`src/rtl/router_sync_n.sv`:
```
// Channel synchroniser for the 1xN router: latches the destination on header detect, steers
// the FIFO write strobe, returns the selected full flag and times out undrained channels.
module router_sync_n #(
    parameter int unsigned NCH     = 3,
    parameter int unsigned ADDR_W  = 2,
    parameter int unsigned TIMEOUT = 30,
    parameter int unsigned CNT_W   = 5
) (
    input  logic              clk,
    input  logic              resetn,
    input  logic              detect_add,
    input  logic [ADDR_W-1:0] data_in,
    input  logic              write_en_reg,
    input  logic [NCH-1:0]    read_en,
    input  logic [NCH-1:0]    full,
    input  logic [NCH-1:0]    empty,
    output logic [NCH-1:0]    valid_out,
    output logic [NCH-1:0]    soft_reset,
    output logic              fifo_full,
    output logic [NCH-1:0]    write_en,
    output logic              addr_err
);

    logic [ADDR_W-1:0] addr_q;
    logic              addr_vld;
    logic              addr_in_range;
    logic [CNT_W-1:0]  cnt_q [NCH];

    assign addr_in_range = 32'(data_in) < NCH;

    always_ff @(posedge clk or negedge resetn) begin
        if (!resetn) begin
            addr_q   <= '0;
            addr_vld <= 1'b0;
            addr_err <= 1'b0;
        end else begin
            addr_err <= 1'b0;
            if (detect_add) begin
                if (addr_in_range) begin
                    addr_q   <= data_in;
                    addr_vld <= 1'b1;
                end else begin
                    addr_vld <= 1'b0;
                    addr_err <= 1'b1;
                end
            end
        end
    end

    // Decoded per channel so an out-of-range addr_q can never index past the vectors.
    always_comb begin
        write_en  = '0;
        fifo_full = 1'b0;
        for (int i = 0; i < NCH; i++) begin
            if (addr_vld && (addr_q == ADDR_W'(i))) begin
                write_en[i] = write_en_reg;
                fifo_full   = full[i];
            end
        end
    end

    assign valid_out = ~empty;

    // A read always beats a timeout on the same edge.
    always_ff @(posedge clk or negedge resetn) begin
        if (!resetn) begin
            for (int i = 0; i < NCH; i++) begin
                cnt_q[i] <= '0;
            end
            soft_reset <= '0;
        end else begin
            for (int i = 0; i < NCH; i++) begin
                if (!valid_out[i] || read_en[i]) begin
                    cnt_q[i]      <= '0;
                    soft_reset[i] <= 1'b0;
                end else if (cnt_q[i] == CNT_W'(TIMEOUT - 1)) begin
                    cnt_q[i]      <= '0;
                    soft_reset[i] <= 1'b1;
                end else begin
                    cnt_q[i]      <= cnt_q[i] + 1'b1;
                    soft_reset[i] <= 1'b0;
                end
            end
        end
    end

endmodule

```
`config.mk`:
```
export PLATFORM = sky130hd
export DESIGN_NAME = router_sync_n
export DESIGN_NICKNAME = d
export VERILOG_FILES = /design/src/rtl/router_sync_n.sv
export SDC_FILE = /design/constraint.sdc
export NUM_CORES = 1
export LEC_CHECK = 0
export ABC_AREA = 1
export ABC_CLOCK_PERIOD_IN_PS = 2300
export BUFFER_PORTS_ARGS = -buffer_cell sky130_fd_sc_hd__buf_2
export CORE_ASPECT_RATIO = 1.1
export CORE_MARGIN = 1.5
export CORE_UTILIZATION = 55
export DETAILED_ROUTE_END_ITERATION = 16
export PLACE_DENSITY = 0.82
export SYNTH_ARGS = -nofsm -noshare
export SYNTH_HDL_FRONTEND = slang
export SYNTH_SLANG_ARGS = --single-unit
export TNS_END_PERCENT = 50
```
`constraint.sdc`:
```
create_clock -name clk -period 2.3 [get_ports clk]
set_clock_uncertainty 0.05 [all_clocks]
set_input_delay 0.23 -clock clk [delete_from_list [all_inputs] [get_ports clk]]
set_output_delay 0.23 -clock clk [all_outputs]
set_load 0.01 [all_outputs]
```
==> parameters.txt, run 1 <==
Parameter                              Value

STA
  Relative slew margins    69.4%
  Fin crit share    62.4%
  Unrepaired setup endpoints after global routing    no
  Final setup TNS    0 ps
  Highest attainable clock frequency    0.696 GHz
  Count of endpoints failing setup in the final report    0
  Final slew viol count    0
  Endpoints failing hold    0
  Transition time of the tightest slew-check pin    460 ps
  Time the final worst path needs with I/O delays and setup    1440 ps

Logic synthesis
  Largest cells by area after synthesis    sky130_fd_sc_hd__dfrtp_1 (50%), sky130_fd_sc_hd__nor2_1 (8.6%), sky130_fd_sc_hd__nand2_1 (7.2%)
  Cell type contributing the most total cell area after synthesis    sky130_fd_sc_hd__dfrtp_1
  Share of the yosys chip area belonging to registers    50.5%
  Register bit count reported by yosys    22
  Synth Net Count    145
  Yosys warning total    0
  Mapped Area    1090 µm²
  Share of Yosys cell area claimed by the top area cell type    50.5%
  Number of standard cells after synthesis    124
  Count of unique library cells instantiated by Yosys    13
  Post-synthesis average cell area    8.80 µm²

Global routing
  Number of antenna violations at the first check in global routing    0
  Via count of the first global-routing pass    827
  Global-route wire length before repair    3130 µm
  Grt ovf    0
  Aggregate global-route resource usage    18.4%
  Largest net degree at the start of global routing    23

Final layout
  Multi-input gate area in the final layout    473 µm²
  Fin cells    180
  Storage cell area    551 µm²
  Fraction of final layout cells with drive strength greater than 1    22.2%
  Antenna cell count    0
  Area delta synth->final    17.5%
  Fill cell count    148
  Nets    176
  Finished Core Util    70.4%

Power
  Leakage power figure    0.665 nW
  P per Cell Area    508 nW/µm²
  Maximum vdd ir drop    0.000400 V

Critical path
  Critical Setup Path Class    flip-flop to output pin
  Cell with the largest stage delay on the worst path    sky130_fd_sc_hd__dfrtp_1
  Cell chain of the critical path    nor2_1 > nand3_1 > nand3_1 > buf_2
  Biggest fanout along the worst timing path    4
  CP max stage delay    420 ps
  Top delay family on crit path    flip-flops
  Worst Setup Start Kind    flip-flop
  Arrival @ worst endpoint    1160 ps
  Total buffers and inverters traversed by the critical path    1
  Worst Path Required    2020 ps
  Kind of end point of the critical path    output pin
  Top cell by count, worst path    sky130_fd_sc_hd__nand3_1
  Setup slack of the worst register-to-register path    1160 ps

Routing
  Iteration-0 DRC count of the detailed router    8
  Average detailed-routed wire length per instance    10.0 µm
  Number of vias after detailed routing    868
  Total wirelength of the detailed-routed design    1810 µm
  Number of detailed-route iterations in the first pass    4
  DR vias/cell    4.82
  DRC viols    0
  Post-route antenna net violation count    0

Placement
  Placer Congestion    0.789
  Final HPWL from detailed placement    1430 µm
  Count of placed standard cells including taps    176
  Number of port buffers    25

CTS
  Cell chosen for the clock root    sky130_fd_sc_hd__clkbuf_4
  Number of sinks on the clock net    22
  H-tree levels    1
  Clk slew on worst S/H paths    100 ps
  Clock tree from TritonCTS    done
  Number of buffers added by the clock tree synthesis step    3
  Worst skew pair latency    300 ps
  Deepest clock path buffer count    2
  Post_cts resized    0

Die
  Floorplan die area    2260 µm²
  Core region area    1820 µm²
  Initial standard-cell utilization of the core    59.9%
  Standard-cell rows    16
  Die X-Extent    45.5 µm
  Num ports    26
  Die Height    49.7 µm

Job
  Maxcap violations    0

Status
  Run status    finished clean

Hold path
  Min-delay worst type    input port to flip-flop
-- worst reg2reg max path, cell delays in order, from the launching register on --
cell,delay [ps]
sky130_fd_sc_hd__dfrtp_1,420
sky130_fd_sc_hd__inv_1,70
sky130_fd_sc_hd__ha_1,130
sky130_fd_sc_hd__nand2_1,90
sky130_fd_sc_hd__o21ai_4,200
sky130_fd_sc_hd__nor2_1,80
-- metrics by stage --
stage	area, µm²	hold slack (ps)	worst slack, ps	power, mW
after floorplan	1090	-116	1260	0.457
after global placement	1250	157	1200	0.491
after detailed placement	1250	160	1180	0.495
after CTS	1280	111	849	0.658
after global routing	1280	129	747	0.686
final	1280	124	864	0.652
-- cells in the mapped netlist --
cell type / number
sky130_fd_sc_hd__a21oi_1: 1
sky130_fd_sc_hd__ha_1: 6
sky130_fd_sc_hd__inv_1: 18
sky130_fd_sc_hd__dfrtp_1: 22
sky130_fd_sc_hd__nand2_1: 21
sky130_fd_sc_hd__nor2_1: 25
sky130_fd_sc_hd__xnor2_1: 3
sky130_fd_sc_hd__nand2_2: 3
sky130_fd_sc_hd__o21ai_0: 2
sky130_fd_sc_hd__nand3_1: 10
sky130_fd_sc_hd__nor3b_1: 3
sky130_fd_sc_hd__nand4_1: 7
sky130_fd_sc_hd__o21ai_4: 3
-- power breakdown --
part	switching, mW	total, mW	internal [mW]
Clock	0.103	0.164	0.0611
Combinational	0.0447	0.0776	0.0329
Sequential	0.0127	0.410	0.398
-- worst paths after layout --
kind	startpoint	to	cells past startpoint
worst max-delay path	addr_q[0]	fifo_full	4
max in group asynchronous	resetn	addr_q[1]	2
worst min-delay path	data_in[1]	addr_q[1]	3
min in group asynchronous	resetn	soft_reset[2]	2
worst min register to register	cnt_q[0]	cnt_q[0]	1
worst max register to register	cnt_q[1]	cnt_q[3]	5
-- sequential cells by signal, summed over array words and instances (netlist names) --
signal / flops
addr_vld: 1
addr_q: 2
addr_err: 1
cnt_q: 15
soft_reset: 3
-- layout by cell type (no fill, tap or decap) --
| cell type | synthesis | final |
|---|---|---|
| sky130_fd_sc_hd__nand4_1 | 7 | 7 |
| sky130_fd_sc_hd__o21ai_4 | 3 | 3 |
| sky130_fd_sc_hd__nor2_1 | 25 | 25 |
| sky130_fd_sc_hd__ha_1 | 6 | 6 |
| sky130_fd_sc_hd__buf_2 | 0 | 25 |
| sky130_fd_sc_hd__clkbuf_4 | 0 | 3 |
| sky130_fd_sc_hd__dfrtp_1 | 22 | 22 |
| sky130_fd_sc_hd__nand2_2 | 3 | 3 |
| sky130_fd_sc_hd__inv_1 | 18 | 18 |
| sky130_fd_sc_hd__xnor2_1 | 3 | 3 |
| sky130_fd_sc_hd__o21ai_0 | 2 | 2 |
| sky130_fd_sc_hd__nand3_1 | 10 | 10 |
| sky130_fd_sc_hd__nor3b_1 | 3 | 3 |
| sky130_fd_sc_hd__nand2_1 | 21 | 21 |
| sky130_fd_sc_hd__dlygate4sd3_1 | 0 | 1 |
| sky130_fd_sc_hd__a21oi_1 | 1 | 1 |
-- routing by layer --
metal	track usage, %	routed length, µm
met2	32.9	916
met1	21.3	810
met3	2.56	57
met5	0	0
met4	6.37	23
-- final cells by class --
cell class,instances,area share (%)
Multi-Input combinational cell,84,36.9
Clock buffer,3,1.76
Sequential cell,22,42.9
Tap cell,27,2.63
Inverter,18,5.27
Timing Repair Buffer,26,10.5
-- cell families after synthesis --
group	after synthesis	synth area share [%]
adder cells (fa/ha/maj)	6	6.88
AND/OR/NAND/NOR	69	28.2
flip-flops	22	50.5
buffers and inverters	18	6.19
AO/OA/AOI/OAI	6	5.85
XOR/XNOR	3	2.41
-- timing repair --
action / CTS / global route
hold endpoints to repair: 22 / 0
hold buffers: 1 / 0
buffers inserted: 0 / 0
No activity file was read; power rests on OpenSTA's default activity.
==> inputs of run 2 (changes only) <==
--- a/config.mk
+++ b/config.mk
@@ -6,13 +6,13 @@
 export NUM_CORES = 1
 export LEC_CHECK = 0
 export ABC_AREA = 1
-export ABC_CLOCK_PERIOD_IN_PS = 2300
+export ABC_CLOCK_PERIOD_IN_PS = 1150
 export BUFFER_PORTS_ARGS = -buffer_cell sky130_fd_sc_hd__buf_2
 export CORE_ASPECT_RATIO = 1.1
 export CORE_MARGIN = 1.5
-export CORE_UTILIZATION = 55
+export CORE_UTILIZATION = 46
 export DETAILED_ROUTE_END_ITERATION = 16
-export PLACE_DENSITY = 0.82
+export PLACE_DENSITY = 0.73
 export SYNTH_ARGS = -nofsm -noshare
 export SYNTH_HDL_FRONTEND = slang
 export SYNTH_SLANG_ARGS = --single-unit
==> constraint.sdc (replaced) <==
create_clock -name clk -period 1.15 [get_ports clk]
set_clock_uncertainty 0.05 [all_clocks]
set_input_delay 0.115 -clock clk [delete_from_list [all_inputs] [get_ports clk]]
set_output_delay 0.115 -clock clk [all_outputs]
set_load 0.01 [all_outputs]
==> run 2 against run 1 <==
Net effect:
- the flow now finishes with violations (negative setup slack)
- clock power rose by 97%
- cell area rose by 3.5%
- wire length rose by 7.5%
- setup slack got worse by 1000 ps
- core utilization fell by 11 points
- global-route usage fell by 3.5 points
- combinational power rose by 120%
- critical endpoint unchanged
- largest cell class unchanged
- largest power group unchanged
==> parameters.txt, run 2 (synthesized netlist as in run 1, its figures left out) <==
Parameter                              Value

Routing
  Post-route antenna net violation count    0 (unchanged)
  Iteration-0 DRC count of the detailed router    5 (-3)
  Number of detailed-route iterations in the first pass    4 (unchanged)
  Average detailed-routed wire length per instance    10.4 µm (+4.1%)
  Total wirelength of the detailed-routed design    1940 µm (+7.5%)
  DR vias/cell    4.76 (-1.2%)
  Number of vias after detailed routing    886 (+2.1%)
  DRC viols    0 (unchanged)

Power
  Sw Ratio    24.7% (+0.11 points)
  Leakage power figure    0.679 nW (+2.2%)
  Proportion of power drawn by combinational gates    12.8% (+0.9 points)
  Net Switching    0.325 mW (+100%)
  Power Internal    0.992 mW (+100%)
  Sequential fraction of design power    62.7% (-0.3 points)
  Maximum vdd ir drop    0.000525 V (+31%)
  P per Cell Area    992 nW/µm² (+95%)
  Clock share of power    24.5% (-0.6 points)

CTS
  Cell chosen for the clock root    sky130_fd_sc_hd__clkbuf_4
  Clk slew on worst S/H paths    110 ps (about the same)
  Worst skew pair latency    290 ps (about the same)
  Clock tree from TritonCTS    done
  Number of sinks on the clock net    22 (unchanged)
  H-tree levels    1 (unchanged)
  Number of buffers added by the clock tree synthesis step    3 (unchanged)
  Deepest clock path buffer count    2 (unchanged)

STA
  Endpoints failing hold    0 (unchanged)
  Count of endpoints failing setup in the final report    9 (+9)
  Final worst slack    -180 ps (-1040 ps)
  Unrepaired setup endpoints after global routing    yes
  Time the final worst path needs with I/O delays and setup    1330 ps
  Highest attainable clock frequency    0.752 GHz
  Relative slew margins    68.0% (-1.4 points)
  Transition time of the tightest slew-check pin    480 ps (+20.6 ps)
  Fin crit share    116%
  Final slew viol count    0 (unchanged)

Global routing
  Largest net degree at the start of global routing    23 (unchanged)
  Aggregate global-route resource usage    14.9% (-3.5 points)
  Grt ovf    0 (unchanged)
  Number of antenna violations at the first check in global routing    0 (unchanged)
  Global-route wire length before repair    2990 µm (-4.2%)
  Via count of the first global-routing pass    735 (-11%)

Final layout
  Top Registers    cnt_q x15, soft_reset x3, addr_q x2
  Number of flip-flops in the largest register    15 (unchanged)
  Nets    179 (+1.7%)
  Most frequent standard cell in the layout excluding fill and tap cells    sky130_fd_sc_hd__buf_2
  Antenna cell count    0 (unchanged)
  Largest Register    cnt_q
  Finished Core Util    58.9% (-11 points)
  Area delta synth->final    21.7%
  Fraction of final layout cells with drive strength greater than 1    28.2% (+6.0 points)
  Fin cells    186 (+3.3%)
  Most frequent cells in the layout    sky130_fd_sc_hd__buf_2 (25), sky130_fd_sc_hd__nor2_1 (23), sky130_fd_sc_hd__dfrtp_1 (21)

Critical path
  Biggest fanout along the worst timing path    4 (unchanged)
  Kind of end point of the critical path    output pin
  Worst Setup Start Kind    flip-flop
  CP max stage delay    450 ps (+30 ps)
  Cell chain of the critical path    nor2_2 > nand3_1 > nand3_1 > buf_2
  Top cell by count, worst path    sky130_fd_sc_hd__nand3_1
  Critical Setup Path Class    flip-flop to output pin
  Total buffers and inverters traversed by the critical path    1 (unchanged)
  Top delay family on crit path    flip-flops
  Cell with the largest stage delay on the worst path    sky130_fd_sc_hd__dfrtp_1
  Worst Path Required    990 ps (-1030 ps)
  Arrival @ worst endpoint    1170 ps (about the same)

Placement
  Count of placed standard cells including taps    179 (+1.7%)
  Placer Congestion    0.686 (-13%)
  Final HPWL from detailed placement    1450 µm (+1.5%)
  Worst slack at placement    9.25 ps (-1170 ps)
  Number of port buffers    25 (unchanged)

Die
  Core region area    2250 µm² (+24%)
  Die Height    54.1 µm (+8.8%)
  Die X-Extent    49.4 µm (+8.7%)
  Floorplan die area    2670 µm² (+18%)
  Standard-cell rows    18 (+2)
  Initial standard-cell utilization of the core    48.4% (-11 points)
  Num ports    26 (unchanged)

Status
  Run status    finished, violations left
  Violated checks    negative setup slack

Job
  Maxcap violations    0 (unchanged)

Hold path
  Min-delay worst type    input port to flip-flop
run 2: changes by cell type in the layout (fill, tap and decap cells not counted):
cell / delta
sky130_fd_sc_hd__inv_2: +1
sky130_fd_sc_hd__nor2_2: +2
sky130_fd_sc_hd__buf_4: +2
sky130_fd_sc_hd__nand2_2: +3
sky130_fd_sc_hd__dfrtp_2: +1
sky130_fd_sc_hd__nand2_1: -3
sky130_fd_sc_hd__ha_1: -1
sky130_fd_sc_hd__inv_1: -1
sky130_fd_sc_hd__ha_2: +1
sky130_fd_sc_hd__nor2_1: -2
sky130_fd_sc_hd__dfrtp_1: -1
sky130_fd_sc_hd__dlygate4sd3_1: +1
run 2: final cells by class:
type	instances	area, µm²
fill	207	925
sequential	22	552
multi-input combinational	84	488
timing repair buffer	29	160
inverter	18	67.6
tap	30	37.5
clock buffer	3	22.5
run 2: worst min-delay path, delay by kind of cell:
kind	cells	cell delay (ps)
buffers and inverters	1	110
and+or+nand+nor	2	100
run 2: power by group through the flow:
stage | Combinational [mW] | Sequential, mW | Clock [mW]
6_report | 0.168 | 0.825 | 0.323
5_1_grt | 0.192 | 0.829 | 0.374
4_1_cts | 0.162 | 0.824 | 0.342
3_5_place_dp | 0.155 | 0.838 | 0
3_3_place_gp | 0.148 | 0.834 | 0
2_1_floorplan | 0.0813 | 0.832 | 0
run 2: final timing paths:
kind,to,cells after the start,from,slack (ps)
setup / recovery,fifo_full,4,addr_q[0],-180
hold / removal,addr_err,3,data_in[1],10
setup reg to reg,cnt_q[0],5,cnt_q[1],-30
hold reg to reg,cnt_q[0],1,cnt_q[0],470
max in group asynchronous,addr_vld,2,resetn,450
min in group asynchronous,cnt_q[7],2,resetn,250
run 2: metrics by stage:
step	power, mW	area (µm²)	hold slack, ps	TNS [ps]
CTS	1.33	1300	1.29	-562
finish	1.32	1330	12.8	-696
floorplan	0.913	1090	-231	0
global route	1.40	1330	1.90	-1850
global placement	0.983	1250	45.6	0
detailed placement	0.993	1250	55.4	0
run 2: what timing repair did:
item,in CTS,in global routing
pin swaps,3,4
hold endpoints to repair,23,0
hold buffers,2,0
gates resized for setup,3,5
buffers inserted,0,2
setup endpoints to repair,6,20
run 2: per-layer routing:
metal	routed length (µm)	up-vias	track usage [%]
met2	1060	13	26.8
met3	59	0	3.33
met1	825	414	17.7
met4	0	0	5.56
met5	0	-	0
li1	-	459	-
==> inputs of run 3 (changes only) <==
--- a/config.mk
+++ b/config.mk
@@ -9,7 +9,7 @@
 export ABC_CLOCK_PERIOD_IN_PS = 1150
 export BUFFER_PORTS_ARGS = -buffer_cell sky130_fd_sc_hd__buf_2
 export CORE_ASPECT_RATIO = 1.1
-export CORE_MARGIN = 1.5
+export CORE_MARGIN = 5
 export CORE_UTILIZATION = 46
 export DETAILED_ROUTE_END_ITERATION = 16
 export PLACE_DENSITY = 0.73
==> run 3 against run 2 <==
Net effect:
- the run still ends with negative setup slack left
- critical path depth unchanged
- first-iteration DRC count rose to 3.8 times the previous value
- total power up 1.5%
- cell count up 1.6%
- hold slack better by 6.0 ps
- setup slack better by 17 ps
- critical path type unchanged
==> parameters.txt, run 3 (synthesized netlist as in run 1, its figures left out) <==
Parameter                              Value

Status
  Run status    finished, violations left
  Violated checks    negative setup slack

Final layout
  Most frequent cells in the layout    sky130_fd_sc_hd__buf_2 (25), sky130_fd_sc_hd__nor2_1 (22), sky130_fd_sc_hd__dfrtp_1 (21)
  Largest Register    cnt_q
  Fin cells    189 (+1.6%)
  Area delta synth->final    25.0%
  Top Registers    cnt_q x15, soft_reset x3, addr_q x2
  Number of flip-flops in the largest register    15 (unchanged)
  Total non-filler cell area in the finished layout    1360 µm² (+2.7%)
  Fill cell count    211 (+1.9%)
  Most frequent standard cell in the layout excluding fill and tap cells    sky130_fd_sc_hd__buf_2
  Fraction of final layout cells with drive strength greater than 1    31.4% (+3.2 points)
  Nets    182 (+1.7%)
  Antenna cell count    0 (unchanged)

STA
  Fin crit share    114% (-1.5 points)
  Count of endpoints failing setup in the final report    6 (-3)
  Highest attainable clock frequency    0.761 GHz (+1.3%)
  Tightest hold margin    18.8 ps (+5.98 ps)
  Final slew viol count    0 (unchanged)
  Time the final worst path needs with I/O delays and setup    1310 ps (-16.8 ps)
  Unrepaired setup endpoints after global routing    yes
  Endpoints failing hold    0 (unchanged)
  Final worst slack    -164 ps (+16.8 ps)
  Relative slew margins    68.2% (+0.21 points)
  Transition time of the tightest slew-check pin    477 ps (-3.13 ps)

Placement
  Count of placed standard cells including taps    179 (unchanged)
  Worst slack at placement    33.7 ps (+24.4 ps)
  Number of port buffers    25 (unchanged)
  Placer Congestion    0.757 (+10%)
  Area post-placement    1250 µm² (unchanged)
  Final HPWL from detailed placement    1490 µm (+3.1%)

Power
  Maximum vdd ir drop    0.000831 V (+58%)
  Leakage power figure    0.687 nW (+1.2%)
  P per Cell Area    979 nW/µm² (-1.2%)

Critical path
  End of the worst register-to-register path    cnt_q[10]
  Startpoint of the most critical setup path    addr_q[1]
  Startpoint of the lowest-slack register-to-register path    cnt_q[11]
  Setup slack of the worst register-to-register path    -10 ps (+20 ps)
  Kind of end point of the critical path    output pin
  Reg2Reg Depth    5 (unchanged)
  Worst Setup Start Kind    flip-flop
  Biggest fanout along the worst timing path    4 (unchanged)
  Worst Path Required    990 ps (about the same)
  Critical Setup Path Class    flip-flop to output pin
  Critical path capture point    fifo_full
  Arrival @ worst endpoint    1150 ps (-20 ps)

Die
  Floorplan die area    3450 µm² (+29%)
  Num ports    26 (unchanged)
  Standard-cell rows    18 (unchanged)
  Die Height    61.1 µm (+13%)
  Initial standard-cell utilization of the core    48.4% (unchanged)
  Die X-Extent    56.4 µm (+14%)
  Core region area    2250 µm² (unchanged)

CTS
  Deepest clock path buffer count    2 (unchanged)
  H-tree levels    1 (unchanged)
  Clock tree from TritonCTS    done
  Number of sinks on the clock net    22 (unchanged)
  Worst skew pair latency    290 ps (about the same)
  Number of buffers added by the clock tree synthesis step    3 (unchanged)
  Cell chosen for the clock root    sky130_fd_sc_hd__clkbuf_4
  Clk slew on worst S/H paths    110 ps (about the same)

Routing
  Post-route antenna net violation count    0 (unchanged)
  Number of detailed-route iterations in the first pass    4 (unchanged)
  Iteration-0 DRC count of the detailed router    19 (+14)
  Total wirelength of the detailed-routed design    1980 µm (+1.7%)
  DRC viols    0 (unchanged)
  Number of vias after detailed routing    917 (+3.5%)
  DR vias/cell    4.85 (+1.9%)
  Average detailed-routed wire length per instance    10.5 µm (about the same)

Job
  Maxcap violations    0 (unchanged)

Global routing
  Largest net degree at the start of global routing    23 (unchanged)
  Most Crowded Layer GR    met2
  Met2 GRT Util    24.4% (-2.4 points)
  Via count of the first global-routing pass    924 (+26%)
  Grt ovf    0 (unchanged)
  Met3 demand-to-capacity share in global routing    1.89% (-1.4 points)
  Global-route wire length before repair    3620 µm (+21%)
  Global routing met1 resource utilization    15.3% (-2.4 points)
  Aggregate global-route resource usage    13.1% (-1.8 points)
  Number of antenna violations at the first check in global routing    0 (unchanged)

Hold path
  Min-delay worst type    input port to flip-flop
  Hold Path Depth    3 (unchanged)
[run 3: worst max-delay path: stages (launching register included)]
cell                      delay (ps)
sky130_fd_sc_hd__dfrtp_1         440
sky130_fd_sc_hd__nor2_2          140
sky130_fd_sc_hd__nand3_1          80
sky130_fd_sc_hd__nand3_1          70
sky130_fd_sc_hd__buf_2           130
[run 3: worst min-delay path by stage]
stage | start | end | slack, ps
after floorplan | resetn | addr_err | -230
after global placement | resetn | soft_reset[2] | 50
after detailed placement | resetn | soft_reset[0] | 50
after CTS | detect_add | addr_err | 8
after global routing | detect_add | addr_err | 20
final | detect_add | addr_err | 20
[run 3: report_power, final]
part	internal, mW	total (mW)	switching [mW]
sequential	0.796	0.824	0.0287
combinational	0.0903	0.188	0.0979
clock	0.122	0.323	0.201
total	1.01	1.34	0.328
[run 3: metrics by stage]
stage	setup TNS [ps]	util, %	power, mW
after floorplan	0	-	0.913
after global placement	0	55.7	0.984
after detailed placement	0	55.7	0.991
after CTS	-557	58.3	1.33
after global routing	-1750	60.6	1.42
final	-564	60.6	1.34
[run 3: timing repair]
action | 4_1_cts | 5_1_grt
buffers inserted | 1 | 3
pin swaps | 0 | 8
cloned | 0 | 0
hold buffers | 3 | 0
endpoints found under the hold margin | 25 | 0
gates resized for setup | 0 | 13
setup endpoints to repair | 4 | 20
[run 3: layout make-up]
type | count | area [µm²] | share of cell area (%)
clock buffer | 3 | 22.5 | 1.65
inverter | 18 | 67.6 | 4.95
multi-input combinational | 84 | 495 | 36.3
sequential | 22 | 552 | 40.5
tap | 30 | 37.5 | 2.75
timing repair buffer | 32 | 189 | 13.9
[run 3: routing by layer]
| metal | part of all wire [%] | vias to the layer above |
|---|---|---|
| met5 | 0 | - |
| met4 | 0.66 | 0 |
| met3 | 3.1 | 2 |
| met2 | 54 | 11 |
| met1 | 42 | 438 |
| li1 | - | 466 |
